**config.mk**
```make
export PLATFORM = sky130hd
export DESIGN_NAME = maple_rx_deserializer
export DESIGN_NICKNAME = d
export VERILOG_FILES = /design/src/rtl/maple_rx_deserializer.sv
export SDC_FILE = /design/constraint.sdc
export NUM_CORES = 1
export LEC_CHECK = 0
export BUFFER_PORTS_ARGS = -buffer_cell sky130_fd_sc_hd__buf_4
export CAP_MARGIN = 5
export CORE_ASPECT_RATIO = 0.8
export CORE_MARGIN = 8
export CORE_UTILIZATION = 57
export DETAILED_ROUTE_END_ITERATION = 8
export PLACE_DENSITY = 0.84
export SYNTH_ARGS = -nofsm -noshare
export SYNTH_HDL_FRONTEND = slang
export SYNTH_SLANG_ARGS = --single-unit
export TNS_END_PERCENT = 5
```
**constraint.sdc**
```tcl
create_clock -name clk -period 2.7 [get_ports clk]
set_input_delay 0.135 -clock clk [delete_from_list [all_inputs] [get_ports clk]]
set_output_delay 0.135 -clock clk [all_outputs]
set_load 0.02 [all_outputs]
```
**src/rtl/maple_rx_deserializer.sv**
```systemverilog
// Maple bus receive deserializer: samples data on alternating SDCKA/SDCKB falling edges,
// packs bits MSB-first into bytes and reports frame completion or abort.
module maple_rx_deserializer #(
    parameter int MAX_BYTES      = 1024,
    parameter int TIMEOUT_CYCLES = 4096,
    parameter int CNT_W          = 11
) (
    input  logic             clk,
    input  logic             reset,
    input  logic             i_sdcka,
    input  logic             i_sdckb,
    input  logic             i_sdcka_negedge,
    input  logic             i_sdckb_negedge,
    input  logic             i_start_frame,
    input  logic             i_end_frame,
    input  logic             i_end_frame_error,
    output logic [7:0]       o_rx_data,
    output logic             o_rx_valid,
    output logic             o_frame_active,
    output logic [CNT_W-1:0] o_byte_count,
    output logic             o_frame_done,
    output logic             o_frame_error
);
    localparam int TMR_W = $clog2(TIMEOUT_CYCLES + 1);

    typedef enum logic [1:0] {
        IDLE    = 2'd0,
        PHASE_A = 2'd1,
        PHASE_B = 2'd2
    } state_t;

    state_t           r_state, w_state_next;
    logic [2:0]       r_bit_cnt, w_bit_cnt_next;
    logic [7:0]       r_shift, w_shift_next;
    logic [7:0]       r_rx_data, w_rx_data_next;
    logic [TMR_W-1:0] r_timer, w_timer_next;
    logic [CNT_W-1:0] r_byte_count, w_byte_count_next;
    logic             r_rx_valid, w_rx_valid_next;
    logic             r_frame_done, w_frame_done_next;
    logic             r_frame_error, w_frame_error_next;

    logic w_active;
    logic w_edge;
    logic w_bit;
    logic w_timeout;

    assign w_active  = (r_state != IDLE);
    // Only the edge expected in the current phase counts; the other line is settling data.
    assign w_edge    = ((r_state == PHASE_A) && i_sdcka_negedge) ||
                       ((r_state == PHASE_B) && i_sdckb_negedge);
    assign w_bit     = (r_state == PHASE_A) ? i_sdckb : i_sdcka;
    assign w_timeout = (r_timer == TMR_W'(TIMEOUT_CYCLES - 1));

    always_ff @(posedge clk or negedge reset) begin
        if (!reset) begin
            r_state       <= IDLE;
            r_bit_cnt     <= '0;
            r_shift       <= '0;
            r_rx_data     <= '0;
            r_timer       <= '0;
            r_byte_count  <= '0;
            r_rx_valid    <= 1'b0;
            r_frame_done  <= 1'b0;
            r_frame_error <= 1'b0;
        end else begin
            r_state       <= w_state_next;
            r_bit_cnt     <= w_bit_cnt_next;
            r_shift       <= w_shift_next;
            r_rx_data     <= w_rx_data_next;
            r_timer       <= w_timer_next;
            r_byte_count  <= w_byte_count_next;
            r_rx_valid    <= w_rx_valid_next;
            r_frame_done  <= w_frame_done_next;
            r_frame_error <= w_frame_error_next;
        end
    end

    always_comb begin
        w_state_next       = r_state;
        w_bit_cnt_next     = r_bit_cnt;
        w_shift_next       = r_shift;
        w_rx_data_next     = r_rx_data;
        w_timer_next       = r_timer;
        w_byte_count_next  = r_byte_count;
        w_rx_valid_next    = 1'b0;
        w_frame_done_next  = 1'b0;
        w_frame_error_next = 1'b0;

        if (i_start_frame) begin
            // A start while a frame is open aborts that frame before restarting.
            w_frame_error_next = w_active;
            w_state_next       = PHASE_A;
            w_bit_cnt_next     = '0;
            w_shift_next       = '0;
            w_timer_next       = '0;
            w_byte_count_next  = '0;
        end else if (w_active) begin
            if (i_end_frame_error) begin
                w_frame_error_next = 1'b1;
                w_state_next       = IDLE;
            end else if (i_end_frame) begin
                // The end pattern leaves exactly one stray PHASE_A bit behind a clean frame.
                if (r_bit_cnt == 3'd1) begin
                    w_frame_done_next = 1'b1;
                end else begin
                    w_frame_error_next = 1'b1;
                end
                w_state_next = IDLE;
            end else if (w_timeout) begin
                w_frame_error_next = 1'b1;
                w_state_next       = IDLE;
            end else if (w_edge) begin
                w_timer_next   = '0;
                w_shift_next   = {r_shift[6:0], w_bit};
                w_bit_cnt_next = r_bit_cnt + 3'd1;
                w_state_next   = (r_state == PHASE_A) ? PHASE_B : PHASE_A;
                if (r_bit_cnt == 3'd7) begin
                    if (r_byte_count == CNT_W'(MAX_BYTES)) begin
                        w_frame_error_next = 1'b1;
                        w_state_next       = IDLE;
                    end else begin
                        w_rx_data_next    = {r_shift[6:0], w_bit};
                        w_rx_valid_next   = 1'b1;
                        w_byte_count_next = r_byte_count + CNT_W'(1);
                    end
                end
            end else begin
                w_timer_next = r_timer + TMR_W'(1);
            end
        end
    end

    assign o_rx_data      = r_rx_data;
    assign o_rx_valid     = r_rx_valid;
    assign o_frame_active = w_active;
    assign o_byte_count   = r_byte_count;
    assign o_frame_done   = r_frame_done;
    assign o_frame_error  = r_frame_error;

endmodule

```
# Word-level counts from Yosys, hierarchy flattened
# Cells that the tools add are included.
[op_classes] add_sub_neg=3 n_mul=0 div_mod_pow=0 n_lt_le_gt_ge=0 n_eq_ne=10 n_shift=0 mux=58 bitwise=5 n_reduce_logical=13
[ops] op="$mux W11" n=8
[ops] op="$mux W13" n=6
[ops] op="$mux W7" n=6
[ops] op="$mux W1" n=23
[ops] op="$mux W2" n=9
[ops] op="$mux W3" n=6
[ops] op="$add A13 B1 Y13 const B" n=1
[ops] op="$eq A13 B12 Y1 const B" n=1
[ops] op="$add A11 B1 Y11 const B" n=1
[ops] op="$eq A11 B11 Y1 const B" n=1
[ops] op="$ne A2 B2 Y1 const B" n=4
[ops] op="$reduce_and A8 Y1" n=1
[ops] op="$reduce_bool A2 Y1" n=4
[ops] op="$reduce_and A7 Y1" n=1
[ops] op="$not A1 Y1" n=5
[ops] op="$reduce_and A5 Y1" n=1
[ops] op="$reduce_bool A5 Y1" n=1
[ops] op="$reduce_and A4 Y1" n=1
[ops] op="$add A3 B1 Y3 const B" n=1
[ops] op="$eq A3 B1 Y1 const B" n=1
[ops] op="$eq A3 B3 Y1 const B" n=1
[ops] op="$eq A2 B1 Y1 const B" n=1
[ops] op="$eq A2 B2 Y1 const B" n=1
[ops] op="$logic_and A1 B1 Y1" n=2
[ops] op="2 further kinds" n=2
[totals] reg_bits=47 latch_bits=0 ram_bits=0 mem_bits_ro=0 inputBits=9 out_inout_bits=23 elab_cells=98 n_memories=0

# Longest topological paths before layout
[logic_depth] depth_word=10 ltp_mapped=8 mapped_depth_nobuf=7

# Worst setup path after synthesis
# OpenSTA, ideal clock, no wires.
[synth_path] path_kind="reg2reg" start="register r_byte_count[0] (netlist: o_byte_count[0])" end="register r_rx_data[0] (netlist: o_rx_data[0])" setup_ns=0.125 arrival_time_ns=2.373 required_time_ns=2.575 setup_slack_ns=0.202 path_stages_with_launch=9 n_path_buf=1 path_cell_list="dfrtp_1 > inv_1 > ha_1 > or4b_2 > nor4_1 > or4b_4 > or2_1 > buf_6 > mux2_4"
[synth_between] elab_chain_len=3
[synth_lines] item="start: declaration" line="37" source="logic [CNT_W-1:0] r_byte_count, w_byte_count_next;"
[synth_lines] item="start signal: assignment" line="71" source="r_byte_count <= w_byte_count_next;"
[synth_lines] item="$eq A11 B11 Y1" line="118" source="if (r_byte_count == CNT_W'(MAX_BYTES)) begin"
[synth_lines] item="$not A1 Y1 (no source line)"
[synth_lines] item="$reduce_and A8 Y1 (no source line)"
[synth_lines] item="end signal: assignment" line="69" source="r_rx_data <= w_rx_data_next;"
[synth_lines] item="end: declaration" line="35" source="logic [7:0] r_rx_data, w_rx_data_next;"
# Every way passes these cells.
# A chain may end at the register's enable or synchronous reset.

# Worst setup path after layout
[layout_path] start="register r_byte_count[0] (netlist: o_byte_count[0])" end="register r_rx_data[4] (netlist: o_rx_data[4])"
# The elaborated chain is that of the path after synthesis.

==> flow_metrics.env <==
export IMPL_status="complete, no violations"
export IMPL_drv_slew=0
export IMPL_final_layout_size_suffix_gt1_share_pct=26.0
export IMPL_worstSkewPairLatency_ns=0.31
export IMPL_synth_largest_area_cell="sky130_fd_sc_hd__dfrtp_1"
export IMPL_post_dp_cell_area_mm2=0.00266
export IMPL_place_port_buffers=31
export IMPL_tightest_slew_ns=0.661
export IMPL_cp_arrival_ns=2.75
export IMPL_grt_ovfl_total=0
export IMPL_maximum_number_of_pins_on_one_net_before_global_route_repair=48
export IMPL_gr_usage_met2_pct=26.0
export IMPL_worst_vdd_rail_ir_drop_v=0.000388
export IMPL_fp_coreArea_mm2=0.00410
export IMPL_ant_nets=0
export IMPL_critical_path_startpoint_type="register"
export IMPL_final_layout_fill_cell_count=328
export IMPL_grt_most_used_layer="met2"
export IMPL_grt_first_pass_wirelength_um=8180
export IMPL_dp_final_hpwl_um=3500
export IMPL_total_placed_cells_including_tap_cells=302
export IMPL_nets=268
export IMPL_antenna_diode_count=0
export IMPL_finalWorstPathRequiredPeriod_ns=2.55
export IMPL_critPathMaxFanout=9
export IMPL_yosysSeqAreaShare_pct=49.7
export IMPL_grt_use_met1_pct=20.3
export IMPL_finalHoldViolCount=0
export IMPL_grt_antenna_before_repair=0
export IMPL_hold_end="o_frame_done"
export IMPL_die_area_mm2=0.00649
export IMPL_regToRegEndpoint="o_rx_data[4]"
export IMPL_via_count_of_the_first_global_routing_pass=1753
export IMPL_synth_enable_flop_cells=0
export IMPL_worst_ep_required_time_ns=2.90
export IMPL_tritoncts_num_buffers=5
export IMPL_biggest_area_contributors_in_the_synthesized_netlist="sky130_fd_sc_hd__dfrtp_1 50%, sky130_fd_sc_hd__xnor2_1 5.5%, sky130_fd_sc_hd__mux2_4 5.1%"
export IMPL_yosys_most_used_dff="sky130_fd_sc_hd__dfrtp_1"
export IMPL_synthesis_area_mm2=0.00237
export IMPL_final_area_mm2=0.00280
export IMPL_floorplan_initialDensity_pct=57.8
export IMPL_timing_setup_critical_path_class="reg2reg"
export IMPL_grt_met3_usage_pct=4.69
export IMPL_clockBufferDepth=2
export IMPL_total_power_divided_by_cell_area_mw_per_mm2=486
export IMPL_worst_hold_path_type="in2reg"
export IMPL_netlist_area_leader_share_pct=49.7
export IMPL_synthesis_instances=216
export IMPL_synthArstFlopShare_pct=100
export IMPL_rsz_0062_raised_after_global_routing="false"
export IMPL_wire_per_inst_um=15.6
export IMPL_cts_tree="built"
export IMPL_num_rows=21
export IMPL_grt_total_usage_pct=16.2
export IMPL_syn_area_per_cell_um2=11.0
export IMPL_whs_path_depth=3
export IMPL_ys_warn_count=0
export IMPL_reg2regPathDepth=8
export IMPL_route_detailed_drc=0
export IMPL_ys_ff_latch=47
export IMPL_cts_num_sinks=47
export IMPL_finalSetupViolations=0
export IMPL_finalHoldWorstSlack_ns=0.161
export IMPL_leakage_dissipation_uw=0.00129
export IMPL_timing_hold_worst_start="i_end_frame_error"
export IMPL_top_level_ports=32
export IMPL_detailedRoute_firstIterationViolations=92
export IMPL_drtPass1Iterations=4
export IMPL_synth_distinct_cells=43
export IMPL_area_growth_pct=18.3
export IMPL_reg2reg_slack_ns=0.15
export IMPL_dieWidth_um=88.1
export IMPL_clk_pin_slew_worst_paths_ns=0.09
export IMPL_max_cap_violations=0
export IMPL_clk_root_buffer_cell="sky130_fd_sc_hd__clkbuf_8"
export IMPL_finish_cell_count_without_fillers=311
export IMPL_maxSlewHeadroom_pct=55.9
export IMPL_place_congestion=0.878
export IMPL_die_height_um=73.7
export IMPL_total_number_of_vias=1779
export IMPL_report_power_total_uw=1360
export IMPL_achievable_frequency_mhz=392
export IMPL_critPathCaptureType="register"
export IMPL_timing_final_crit_share_pct=94.5
export IMPL_totalWireLength_um=4860
export IMPL_fin_skew_ns=0.00985
export IMPL_cts_htree_levels=2
export IMPL_detail_route_vias_per_cell=5.72
export IMPL_worstReg2RegStart="o_byte_count[0]"
export IMPL_fin_setup_tns_ns=0
export IMPL_syn_num_nets=231
placed cells by master (no fill, tap or decap), types with 7 or more instances in the layout:
cell                      netlist  routed
sky130_fd_sc_hd__dfrtp_1       47      47
sky130_fd_sc_hd__buf_4          0      37
sky130_fd_sc_hd__nor2_1        22      22
sky130_fd_sc_hd__xnor2_1       15      15
sky130_fd_sc_hd__nor4_1        13      12
sky130_fd_sc_hd__nand3_1        9       9
sky130_fd_sc_hd__inv_1          8       8
sky130_fd_sc_hd__nand2_1        8       8
sky130_fd_sc_hd__a22o_1         8       8
sky130_fd_sc_hd__mux2_4         8       8
sky130_fd_sc_hd__o21ai_0        7       7
sky130_fd_sc_hd__a21oi_1        7       7
Yosys cell counts, types with 2 or more instances:
master	instances
sky130_fd_sc_hd__a211o_1	2
sky130_fd_sc_hd__a21oi_1	7
sky130_fd_sc_hd__a22o_1	8
sky130_fd_sc_hd__and2_1	2
sky130_fd_sc_hd__buf_6	3
sky130_fd_sc_hd__clkbuf_1	4
sky130_fd_sc_hd__dfrtp_1	47
sky130_fd_sc_hd__ha_1	6
sky130_fd_sc_hd__inv_1	8
sky130_fd_sc_hd__mux2_2	2
sky130_fd_sc_hd__mux2_4	8
sky130_fd_sc_hd__nand2_1	8
sky130_fd_sc_hd__nand2b_1	3
sky130_fd_sc_hd__nand3_1	9
sky130_fd_sc_hd__nand3b_4	2
sky130_fd_sc_hd__nand4_1	3
sky130_fd_sc_hd__nor2_1	22
sky130_fd_sc_hd__nor3_1	6
sky130_fd_sc_hd__nor4_1	13
sky130_fd_sc_hd__o21ai_0	7
sky130_fd_sc_hd__or2_2	4
sky130_fd_sc_hd__or3_1	6
sky130_fd_sc_hd__or4b_2	2
sky130_fd_sc_hd__xnor2_1	15
kinds of logic after synthesis:
kind of cell / Yosys count / synth area share (%)
and+or+nand+nor: 89 / 22.1
DFF: 47 / 49.7
AOI/OAI and AO/OA: 31 / 9.19
xor gates and xnor gates: 16 / 5.92
buffers and inverters: 16 / 3.54
muxes: 11 / 6.44
adders and majority gates: 6 / 3.17
worst max-delay path by stage:
stage                    startpoint           end
floorplan           o_byte_count[0]  o_rx_data[0]
global placement    o_byte_count[0]  o_rx_data[6]
detailed placement  o_byte_count[0]  o_rx_data[4]
CTS                 o_byte_count[0]  o_rx_data[4]
global route        o_byte_count[0]  o_rx_data[3]
finish              o_byte_count[0]  o_rx_data[4]
layer usage:
layer,up-vias,share of wire (%)
met5,-,0
met4,0,0.80
met3,5,5.9
met2,43,46
met1,877,47
li1,854,-
worst max-delay path, stage by stage (launching register included):
cell and delay (ns):
sky130_fd_sc_hd__dfrtp_1 0.43, sky130_fd_sc_hd__inv_1 0.11, sky130_fd_sc_hd__ha_1 0.14, sky130_fd_sc_hd__or4b_2 0.60
sky130_fd_sc_hd__nor4_2 0.31, sky130_fd_sc_hd__or4b_4 0.23, sky130_fd_sc_hd__or2_1 0.12, sky130_fd_sc_hd__buf_4 0.20
sky130_fd_sc_hd__mux2_4 0.31
sequential cells by signal, summed over array words and instances (netlist names):
| signal | cells |
|---|---|
| r_bit_cnt | 3 |
| r_state | 2 |
| o_rx_data | 8 |
| r_shift | 7 |
| o_frame_done | 1 |
| o_rx_valid | 1 |
| r_timer | 13 |
| o_byte_count | 11 |
| o_frame_error | 1 |
repair_timing:
action,CTS,global route
hold endpoints to repair,47,0
buffers inserted,0,0
setup endpoints to repair,8,0
hold buffers,1,0
gates resized for setup,1,0
power by group:
part	total, µW	leakage, µW	internal [µW]	switching (µW)
registers	721	0.000650	712	9.03
clock network	553	0.0000618	305	248
logic	88.4	0.000580	32.9	55.5
total	1360	0.00129	1050	313
through the flow:
stage / setup slack (ns) / util, %
global route: 0.0491 / 68.3
global placement: 0.141 / 65.0
CTS: 0.148 / 68.3
floorplan: 0.202 / -
finish: 0.148 / 68.3
detailed placement: 0.00568 / 65.0
layout make-up:
class	instances	area, µm²	area share [%]
flip-flops and latches	47	1180	42.0
multi-input cells	153	1110	39.8
repair buffers	38	288	10.3
clock buffers	6	82.6	2.95
well taps	57	71.3	2.55
clock inverters	2	38.8	1.38
inverters	8	30.0	1.07
Power figures use the tool's default switching activity.
